`src/rtl/time_pkg.sv`:
```
// Shared constants and BCD helper functions for the time counter.
// Packed multi-field values hold up to MAX_FIELDS 8-bit fields, field 0 in the low byte.
package time_pkg;

    localparam int BCD_W           = 4;
    localparam int FIELD_W         = 8;
    localparam logic [7:0] SEC_MAX = 8'h59;
    localparam int MAX_FIELDS      = 8;

    // True when both digits are decimal and the field does not exceed max_value.
    function automatic logic bcd_field_valid(input logic [FIELD_W-1:0] value,
                                             input logic [FIELD_W-1:0] max_value);
        return (value[BCD_W-1:0] <= 4'd9) && (value[FIELD_W-1:BCD_W] <= 4'd9) &&
               (value <= max_value);
    endfunction

    // All-max pattern: top field at top, every lower field at SEC_MAX, unused bytes zero.
    function automatic logic [FIELD_W*MAX_FIELDS-1:0] bcd_all_max(input int fields,
                                                                  input logic [FIELD_W-1:0] top);
        logic [FIELD_W*MAX_FIELDS-1:0] result;
        result = {(FIELD_W*MAX_FIELDS){1'b0}};
        for (int i = 0; i < MAX_FIELDS; i++) begin
            if (i < fields - 1) begin
                result[FIELD_W*i +: FIELD_W] = SEC_MAX;
            end else if (i == fields - 1) begin
                result[FIELD_W*i +: FIELD_W] = top;
            end else begin
                result[FIELD_W*i +: FIELD_W] = 8'h00;
            end
        end
        return result;
    endfunction

endpackage

```
`src/rtl/bcd_field.sv`:
```
// One two-digit BCD field: next value for an increment or decrement plus the
// carry/borrow that ripples into the next more significant field.
module bcd_field
    import time_pkg::*;
#(
    parameter logic [7:0] MAX = 8'h59
) (
    input  logic [7:0] value,
    input  logic       inc,
    input  logic       dec,
    output logic [7:0] next_value,
    output logic       carry,
    output logic       borrow
);

    // Next-value arithmetic for one BCD field.
    always_comb begin
        next_value = value;
        carry      = 1'b0;
        borrow     = 1'b0;
        if (inc) begin
            if (value == MAX) begin
                next_value = 8'h00;
                carry      = 1'b1;
            end else if (value[3:0] == 4'h9) begin
                next_value = {value[7:4] + 4'h1, 4'h0};
            end else begin
                next_value = {value[7:4], value[3:0] + 4'h1};
            end
        end else if (dec) begin
            if (value == 8'h00) begin
                next_value = MAX;
                borrow     = 1'b1;
            end else if (value[3:0] == 4'h0) begin
                next_value = {value[7:4] - 4'h1, 4'h9};
            end else begin
                next_value = {value[7:4], value[3:0] - 4'h1};
            end
        end else begin
            next_value = value;
        end
    end

endmodule

```
`src/rtl/bcd_time_counter.sv`:
```
// Multi-field BCD up/down time counter with validated load, roll-over pulse
// and a change-qualified alarm pulse.
module bcd_time_counter
    import time_pkg::*;
#(
    parameter int         FIELDS  = 2,
    parameter logic [7:0] TOP_MAX = 8'h59,
    localparam int        W       = 8 * FIELDS
) (
    input  logic         clk,
    input  logic         reset,
    input  logic         run,
    input  logic         tick,
    input  logic         dir,
    input  logic         load,
    input  logic [W-1:0] load_value,
    input  logic         alarm_en,
    input  logic [W-1:0] alarm_time,
    output logic [W-1:0] count,
    output logic         wrap,
    output logic         alarm_hit,
    output logic         load_err
);

    localparam logic [FIELD_W*MAX_FIELDS-1:0] ALL_MAX_WIDE = bcd_all_max(FIELDS, TOP_MAX);
    localparam logic [W-1:0] ALL_MAX = ALL_MAX_WIDE[W-1:0];

    logic [W-1:0]      count_r;
    logic [W-1:0]      count_prev_r;
    logic              wrap_r;
    logic              alarm_hit_r;
    logic              load_err_r;
    logic [W-1:0]      step_value_s;
    logic [FIELDS-1:0] inc_s;
    logic [FIELDS-1:0] dec_s;
    logic [FIELDS-1:0] carry_s;
    logic [FIELDS-1:0] borrow_s;
    logic              step_s;
    logic              load_ok_s;

    assign step_s   = run & tick;
    assign inc_s[0] = step_s & ~dir;
    assign dec_s[0] = step_s & dir;

    for (genvar i = 0; i < FIELDS; i++) begin : g_field
        if (i > 0) begin : g_chain
            assign inc_s[i] = carry_s[i-1];
            assign dec_s[i] = borrow_s[i-1];
        end
        bcd_field #(
            .MAX ((i == FIELDS - 1) ? TOP_MAX : SEC_MAX)
        ) u_field (
            .value      (count_r[8*i +: 8]),
            .inc        (inc_s[i]),
            .dec        (dec_s[i]),
            .next_value (step_value_s[8*i +: 8]),
            .carry      (carry_s[i]),
            .borrow     (borrow_s[i])
        );
    end

    // Load validation: every field must be BCD and within its own maximum.
    always_comb begin
        load_ok_s = 1'b1;
        for (int i = 0; i < FIELDS; i++) begin
            if (!bcd_field_valid(load_value[8*i +: 8], (i == FIELDS - 1) ? TOP_MAX : SEC_MAX)) begin
                load_ok_s = 1'b0;
            end else begin
                load_ok_s = load_ok_s;
            end
        end
    end

    // Count register, one-cycle pulses and alarm change-detect history.
    always_ff @(posedge clk) begin
        if (reset) begin
            count_r      <= {W{1'b0}};
            count_prev_r <= {W{1'b0}};
            wrap_r       <= 1'b0;
            alarm_hit_r  <= 1'b0;
            load_err_r   <= 1'b0;
        end else begin
            wrap_r     <= 1'b0;
            load_err_r <= 1'b0;
            if (load) begin
                if (load_ok_s) begin
                    count_r <= load_value;
                end else begin
                    load_err_r <= 1'b1;
                end
            end else if (step_s) begin
                if (carry_s[FIELDS-1]) begin
                    count_r <= {W{1'b0}};
                    wrap_r  <= 1'b1;
                end else if (borrow_s[FIELDS-1]) begin
                    count_r <= ALL_MAX;
                    wrap_r  <= 1'b1;
                end else begin
                    count_r <= step_value_s;
                end
            end else begin
                count_r <= count_r;
            end
            // Only a fresh change into the alarm value fires, so holding or enabling late does not.
            count_prev_r <= count_r;
            alarm_hit_r  <= alarm_en && (count_r == alarm_time) && (count_r != count_prev_r);
        end
    end

    assign count     = count_r;
    assign wrap      = wrap_r;
    assign alarm_hit = alarm_hit_r;
    assign load_err  = load_err_r;

endmodule

```
`config.mk`:
```
export PLATFORM = sky130hd
export DESIGN_NAME = bcd_time_counter
export DESIGN_NICKNAME = d
export VERILOG_FILES = /design/src/rtl/time_pkg.sv /design/src/rtl/bcd_field.sv /design/src/rtl/bcd_time_counter.sv
export SDC_FILE = /design/constraint.sdc
export NUM_CORES = 1
export LEC_CHECK = 0
export CAP_MARGIN = 10
export CORE_ASPECT_RATIO = 0.5
export CORE_MARGIN = 2
export CORE_UTILIZATION = 53
export DETAILED_ROUTE_END_ITERATION = 8
export DONT_BUFFER_PORTS = 1
export PLACE_DENSITY = 0.7
export SKIP_LAST_GASP = 1
export SLEW_MARGIN = 20
export SYNTH_ARGS = -nofsm -noshare
export SYNTH_HDL_FRONTEND = slang
export SYNTH_SLANG_ARGS = --single-unit
```
`constraint.sdc`:
```
create_clock -name clk -period 1.9 [get_ports clk]
set_clock_uncertainty 0.05 [all_clocks]
set_input_delay 0.19 -clock clk [delete_from_list [all_inputs] [get_ports clk]]
set_output_delay 0.19 -clock clk [all_outputs]
set_load 0.01 [all_outputs]
```
==> results.json, run 1 <==
{
  "result_of_the_run": "finished with violations",
  "violations": "setup timing",
  "place_area_um2": 3120,
  "yosys_warnings": 0,
  "vdd_ir_drop_max_mv": 0.431,
  "setup.reg_to_reg.worst_slack_ps": -80,
  "hold_viol_final": 0,
  "count_of_filler_cells_inserted_in_the_layout": 363,
  "post_route_cells_drive_above_1_share_pct": 34.6,
  "setup.worst_path.end": "count[1]$_SDFFE_PP0P_",
  "cts-root-to-sink-buffers": 2,
  "destination_of_the_worst_register_to_register_timing_path": "count[1]$_SDFFE_PP0P_",
  "rsz0062_at_grt": "yes",
  "initial_core_utilization_pct": 54.5,
  "cp.required_ps": 2020,
  "yosysSeqAreaShare_pct": 26.3,
  "synthToLayoutAreaGrowth_pct": 33.0,
  "synth-async-reset-ratio_pct": 0,
  "final_net_count": 422,
  "fin_area_um2": 3540,
  "synth_area_per_cell_um2": 8.24,
  "cts.reportedPaths.clkPinSlew_ps": 80,
  "crit_start_category": "register",
  "grt_antenna_before_repair": 0,
  "fmaxAchievable_mhz": 504,
  "net_count_after_synthesis": 376,
  "max_cap_violations": 0,
  "multiInputGateArea_um2": 2010,
  "antenna_left": 0,
  "dpl_worst_slack_ps": -57.2,
  "regArea_um2": 713,
  "routed_via_density": 6.25,
  "place.detailed.hpwl_um": 6140,
  "routabilityCongestion": 0.884,
  "dieArea_um2": 5640,
  "route.met3.wl_um": 910,
  "worst-path-max-fanout": 6,
  "cts_sinks": 35,
  "yosys_most_used_dff": "sky130_fd_sc_hd__dfxtp_1",
  "placement.io_buffers": 0,
  "worst_slew_margin_rel_pct": 49.1,
  "first_pass_grt_wire_length_um": 13300,
  "clockRootBuffer": "sky130_fd_sc_hd__clkbuf_8",
  "synth_area_leaders": "sky130_fd_sc_hd__dfxtp_1 26%, sky130_fd_sc_hd__xor2_1 9.9%, sky130_fd_sc_hd__ha_1 6.6%",
  "grt-ovfl-total": 0,
  "report.final.setup_viol": 8,
  "rr_worst_depth": 7,
  "die_y_um": 54.1,
  "layout_setup_ws_ps": -84.7,
  "most-common-layout-cells": "62 x sky130_fd_sc_hd__buf_4, 30 x sky130_fd_sc_hd__xor2_1, 29 x sky130_fd_sc_hd__dfxtp_1",
  "pin_count": 58,
  "highest-signal-layer": "met4",
  "routedWlPerCell_um": 19.9,
  "die_width_um": 104,
  "fin_crit_sh_pct": 104,
  "layout.cells.most_common": "sky130_fd_sc_hd__buf_4",
  "leakagePower_nw": 1.55,
  "diodes": 0,
  "met2WireLength_um": 3950,
  "cellPowerDensity_nw_per_um2": 627,
  "route.layer.met1.wl_um": 3740,
  "grt_start_max_net_pins": 32,
  "cts_tree": "done",
  "slew_viol_final": 0,
  "slew_worst_pin_ps": 764,
  "route.vias.total": 2750,
  "finish.utilization_pct": 72.4,
  "drt_pre_antenna_iters": 5,
  "fin_crit_ps": 1980,
  "endpoint_type_of_the_worst_setup_path": "register",
  "yosys.area.top_type_share_pct": 26.3,
  "ys_ff_latch": 35,
  "track_usage_pct": 31.2,
  "crit_path_dat_ps": 2110,
  "wl_um": 8770,
  "drtIter0Drc": 207,
  "critPathKind": "reg2reg",
  "synthCells": 323,
  "crit_path_start": "count[5]$_SDFFE_PP0P_",
  "route.detailed.drc": 0,
  "hold_class": "in2reg",
  "core-area_um2": 4890,
  "worst_skew_pair.late_latency_ps": 290,
  "synth_cell_type_count": 58,
  "yosysTopAreaCell": "sky130_fd_sc_hd__dfxtp_1",
  "worstReg2RegStart": "count[5]$_SDFFE_PP0P_",
  "row_count": 18,
  "first_global_vias": 2578,
  "synth_edf_count": 0,
  "h-tree-depth": 2,
  "numCtsBuffers": 5,
  "netlist_area_um2": 2660
}
## worst max-delay path: stages (launching register included)
cell                       delay, ps
sky130_fd_sc_hd__dfxtp_2         340
sky130_fd_sc_hd__inv_4            80
sky130_fd_sc_hd__ha_4            130
sky130_fd_sc_hd__or3b_4          420
sky130_fd_sc_hd__nor4_4          360
sky130_fd_sc_hd__nand2_2         170
sky130_fd_sc_hd__a32oi_1         220
sky130_fd_sc_hd__a211oi_1        100
## final cells by class
class	count	area share [%]
clock buffer	6	2.05
timing repair buffer	65	14.6
inverter	17	2.16
clock inverter	2	1.70
sequential	35	20.1
tap	70	2.47
multi-input combinational	245	56.9
## cell families (layout without fill, tap and decap cells)
kind of cell / count (synthesis) / in the layout / synth area share [%]
DFF: 35 / 35 / 26.3
buffers and inverters: 43 / 90 / 6.86
and+or+nand+nor: 113 / 113 / 25.6
muxes: 5 / 5 / 1.97
xor gates and xnor gates: 35 / 35 / 11.5
adders and majority gates: 14 / 14 / 6.58
AOI/OAI and AO/OA: 78 / 78 / 21.1
## routing by layer
layer / vias up / track usage (%)
met5: - / 0
met4: 0 / 11.5
met3: 19 / 8.23
met2: 181 / 49.9
met1: 1282 / 41.4
li1: 1268 / -
## power breakdown
part           switching (mW)  internal, mW  total [mW]  leakage, nW
Combinational           0.330         0.286       0.616         1.20
Sequential             0.0327         0.761       0.794        0.288
Clock                   0.283         0.525       0.808       0.0654
## cells in the mapped netlist, types with 3 or more instances
library cell and n:
sky130_fd_sc_hd__mux2i_1 3, sky130_fd_sc_hd__and3_1 5, sky130_fd_sc_hd__nand3_1 8, sky130_fd_sc_hd__o31ai_1 4, sky130_fd_sc_hd__nor3_1 7, sky130_fd_sc_hd__o221ai_1 4
sky130_fd_sc_hd__a211oi_1 7, sky130_fd_sc_hd__dfxtp_1 35, sky130_fd_sc_hd__inv_1 17, sky130_fd_sc_hd__buf_2 8, sky130_fd_sc_hd__a311oi_1 4, sky130_fd_sc_hd__and3b_1 4
sky130_fd_sc_hd__o21ai_0 11, sky130_fd_sc_hd__a221oi_1 6, sky130_fd_sc_hd__xor2_1 30, sky130_fd_sc_hd__xnor2_1 5, sky130_fd_sc_hd__a22oi_1 3, sky130_fd_sc_hd__o21ai_1 5
sky130_fd_sc_hd__nand4_1 7, sky130_fd_sc_hd__nor2_1 23, sky130_fd_sc_hd__a21oi_1 15, sky130_fd_sc_hd__nand2b_1 4, sky130_fd_sc_hd__nand2_1 20, sky130_fd_sc_hd__nor2b_1 7
sky130_fd_sc_hd__ha_1 14, sky130_fd_sc_hd__clkbuf_1 15, sky130_fd_sc_hd__nor4_1 9
## registers in the layout, summed over array words and instances, names as in the netlist
register      count
alarm_hit         1
count            16
load_err          1
count_prev_r     16
wrap              1
## how the worst min path moves through the flow
| stage | start | end | slack (ps) | depth (start not counted) |
|---|---|---|---|---|
| 2_1_floorplan | reset | count_prev_r[9]$_SDFF_PP0_ | 220 | 1 |
| 3_3_place_gp | reset | count[8]$_SDFFE_PP0P_ | 210 | 1 |
| 3_5_place_dp | reset | count_prev_r[4]$_SDFF_PP0_ | 210 | 1 |
| 4_1_cts | reset | alarm_hit$_SDFF_PP0_ | 20 | 3 |
| 5_1_grt | load | count[12]$_SDFFE_PP0P_ | 20 | 2 |
| 6_report | load | count[12]$_SDFFE_PP0P_ | 30 | 2 |
## timing repair
action | in CTS | in global routing
hold endpoints to repair | 31 | 0
setup endpoints to repair | 9 | 13
hold buffers | 1 | 0
gates resized for setup | 14 | 18
setup buffers | 9 | 5
pin swaps | 6 | 11
## per-stage QoR
| stage | hold slack (ps) | setup TNS, ps | power (mW) | instances |
|---|---|---|---|---|
| 2_1_floorplan | 218 | -883 | 1.19 | 323 |
| 3_3_place_gp | 209 | -1.42 | 1.31 | 417 |
| 3_5_place_dp | 211 | -168 | 1.32 | 417 |
| 4_1_cts | 19.6 | -118 | 2.17 | 435 |
| 5_1_grt | 24.2 | -1310 | 2.31 | 440 |
| 6_report | 26.3 | -442 | 2.22 | 440 |
(Power assumes the default switching activity.)
==> run 2: changes to the inputs <==
Settings changed: CELL_PAD_IN_SITES_DETAIL_PLACEMENT from default to 1, CELL_PAD_IN_SITES_GLOBAL_PLACEMENT from default to 1, CORE_UTILIZATION 53 to 42, PLACE_DENSITY 0.7 to 0.74.
==> results.json, run 2 (same netlist as run 1, synthesis figures left out) <==
{
  "result_of_the_run": "finished with violations",
  "violations": "setup timing",
  "count_of_filler_cells_inserted_in_the_layout": 707,
  "fmaxAchievable_mhz": 484,
  "track_usage_pct": 33.2,
  "drt_pre_antenna_iters": 5,
  "hold_viol_final": 0,
  "routedWlPerCell_um": 27.6,
  "crit_path_dat_ps": 2170,
  "layout_setup_ws_ps": -164,
  "first_global_vias": 3070,
  "place.detailed.hpwl_um": 7470,
  "placement.io_buffers": 0,
  "grt_antenna_before_repair": 0,
  "routabilityCongestion": 0.906,
  "cellPowerDensity_nw_per_um2": 641,
  "diodes": 0,
  "clockRootBuffer": "sky130_fd_sc_hd__clkbuf_16",
  "multiInputGateArea_um2": 2090,
  "core-area_um2": 6110,
  "slew_viol_final": 0,
  "cts_tree": "done",
  "crit_path_start": "count[5]$_SDFFE_PP0P_",
  "numCtsBuffers": 5,
  "endpoint_type_of_the_worst_setup_path": "register",
  "drtIter0Drc": 286,
  "route.vias.total": 3009,
  "report.final.setup_viol": 16,
  "dieArea_um2": 7030,
  "setup.reg_to_reg.worst_slack_ps": -160,
  "initial_core_utilization_pct": 43.6,
  "min-delay-start": "reset",
  "max_cap_violations": 0,
  "die_width_um": 117,
  "final_net_count": 425,
  "cts-root-to-sink-buffers": 2,
  "rsz0062_at_grt": "yes",
  "worst_slew_margin_rel_pct": 64.4,
  "worstReg2RegStart": "count[5]$_SDFFE_PP0P_",
  "place_area_um2": 3130,
  "cts.reportedPaths.clkPinSlew_ps": 60,
  "post_route_cells_drive_above_1_share_pct": 37.0,
  "routed_via_density": 6.53,
  "leakagePower_nw": 1.61,
  "slew_worst_pin_ps": 529,
  "regArea_um2": 717,
  "vdd_ir_drop_max_mv": 0.412,
  "grt_start_max_net_pins": 32,
  "worst_skew_pair.late_latency_ps": 290,
  "fin_crit_sh_pct": 109,
  "final.setup.tns_ps": -1450,
  "h-tree-depth": 2,
  "layout.cells.most_common": "sky130_fd_sc_hd__buf_4",
  "cp.required_ps": 2000,
  "synthToLayoutAreaGrowth_pct": 38.7,
  "finish.utilization_pct": 60.5,
  "fin_hold_ws_ps": 34.9,
  "die_y_um": 60.3,
  "fin_crit_ps": 2060,
  "wl_um": 12700,
  "rr_worst_depth": 9,
  "hold_class": "in2reg",
  "cts_sinks": 35,
  "hold-path-cell-count": 3,
  "crit_start_category": "register",
  "row_count": 20,
  "antenna_left": 0,
  "route.detailed.drc": 0,
  "grt-ovfl-total": 0,
  "pin_count": 58,
  "worst-path-max-fanout": 8,
  "critPathKind": "reg2reg",
  "most-common-layout-cells": "61 x sky130_fd_sc_hd__buf_4, 30 x sky130_fd_sc_hd__xor2_1, 28 x sky130_fd_sc_hd__dfxtp_1",
  "fin_area_um2": 3690,
  "first_pass_grt_wire_length_um": 17000
}
## run 2: report_power, final
part           total (mW)  switching [mW]  internal [mW]
logic               0.698           0.404          0.294
clock network       0.869           0.347          0.521
registers           0.799          0.0368          0.762
## run 2: layout make-up
cell class | instances | area share [%]
well taps | 88 | 2.98
repair buffers | 68 | 14.8
clock buffers | 7 | 3.86
clock inverters | 1 | 0.136
inverters | 17 | 2.14
multi-input cells | 245 | 56.7
flip-flops and latches | 35 | 19.4
## run 2: final timing paths
kind,to
min reg2reg,count_prev_r[12]$_SDFF_PP0_
max,count[15]$_SDFFE_PP0P_
min,alarm_hit$_SDFF_PP0_
max reg2reg,count[15]$_SDFFE_PP0P_
## run 2: worst max-delay path, cell delays in order, from the launching register on
cell and delay [ps]:
sky130_fd_sc_hd__dfxtp_2 330, sky130_fd_sc_hd__inv_4 80, sky130_fd_sc_hd__ha_4 140, sky130_fd_sc_hd__nand3b_4 140
sky130_fd_sc_hd__buf_6 160, sky130_fd_sc_hd__nor3_4 260, sky130_fd_sc_hd__buf_6 200, sky130_fd_sc_hd__nor3_1 80
sky130_fd_sc_hd__a311oi_1 360, sky130_fd_sc_hd__o31ai_2 110
## run 2: repair_timing
item	4_1_cts	5_1_grt
cloned	0	0
hold endpoints to repair	31	0
setup buffers	8	10
hold buffers	1	0
setup endpoints to repair	13	16
pin swaps	14	11
gates resized for setup	24	29
## run 2: through the flow
stage	setup slack [ps]	power, mW	instances
2_1_floorplan	-151	1.19	323
3_3_place_gp	-32.7	1.32	434
3_5_place_dp	-204	1.35	434
4_1_cts	-99.3	2.23	451
5_1_grt	-206	2.43	461
6_report	-164	2.37	461
## run 2: routing by layer
metal,wire length (um),vias to the layer above,share of wire (%),GRT usage (%)
met4,811,0,6.4,17.1
li1,-,1265,-,-
met1,5020,1476,39,39.7
met2,5860,195,46,56.6
met3,1030,73,8.1,8.22
met5,0,-,0,0
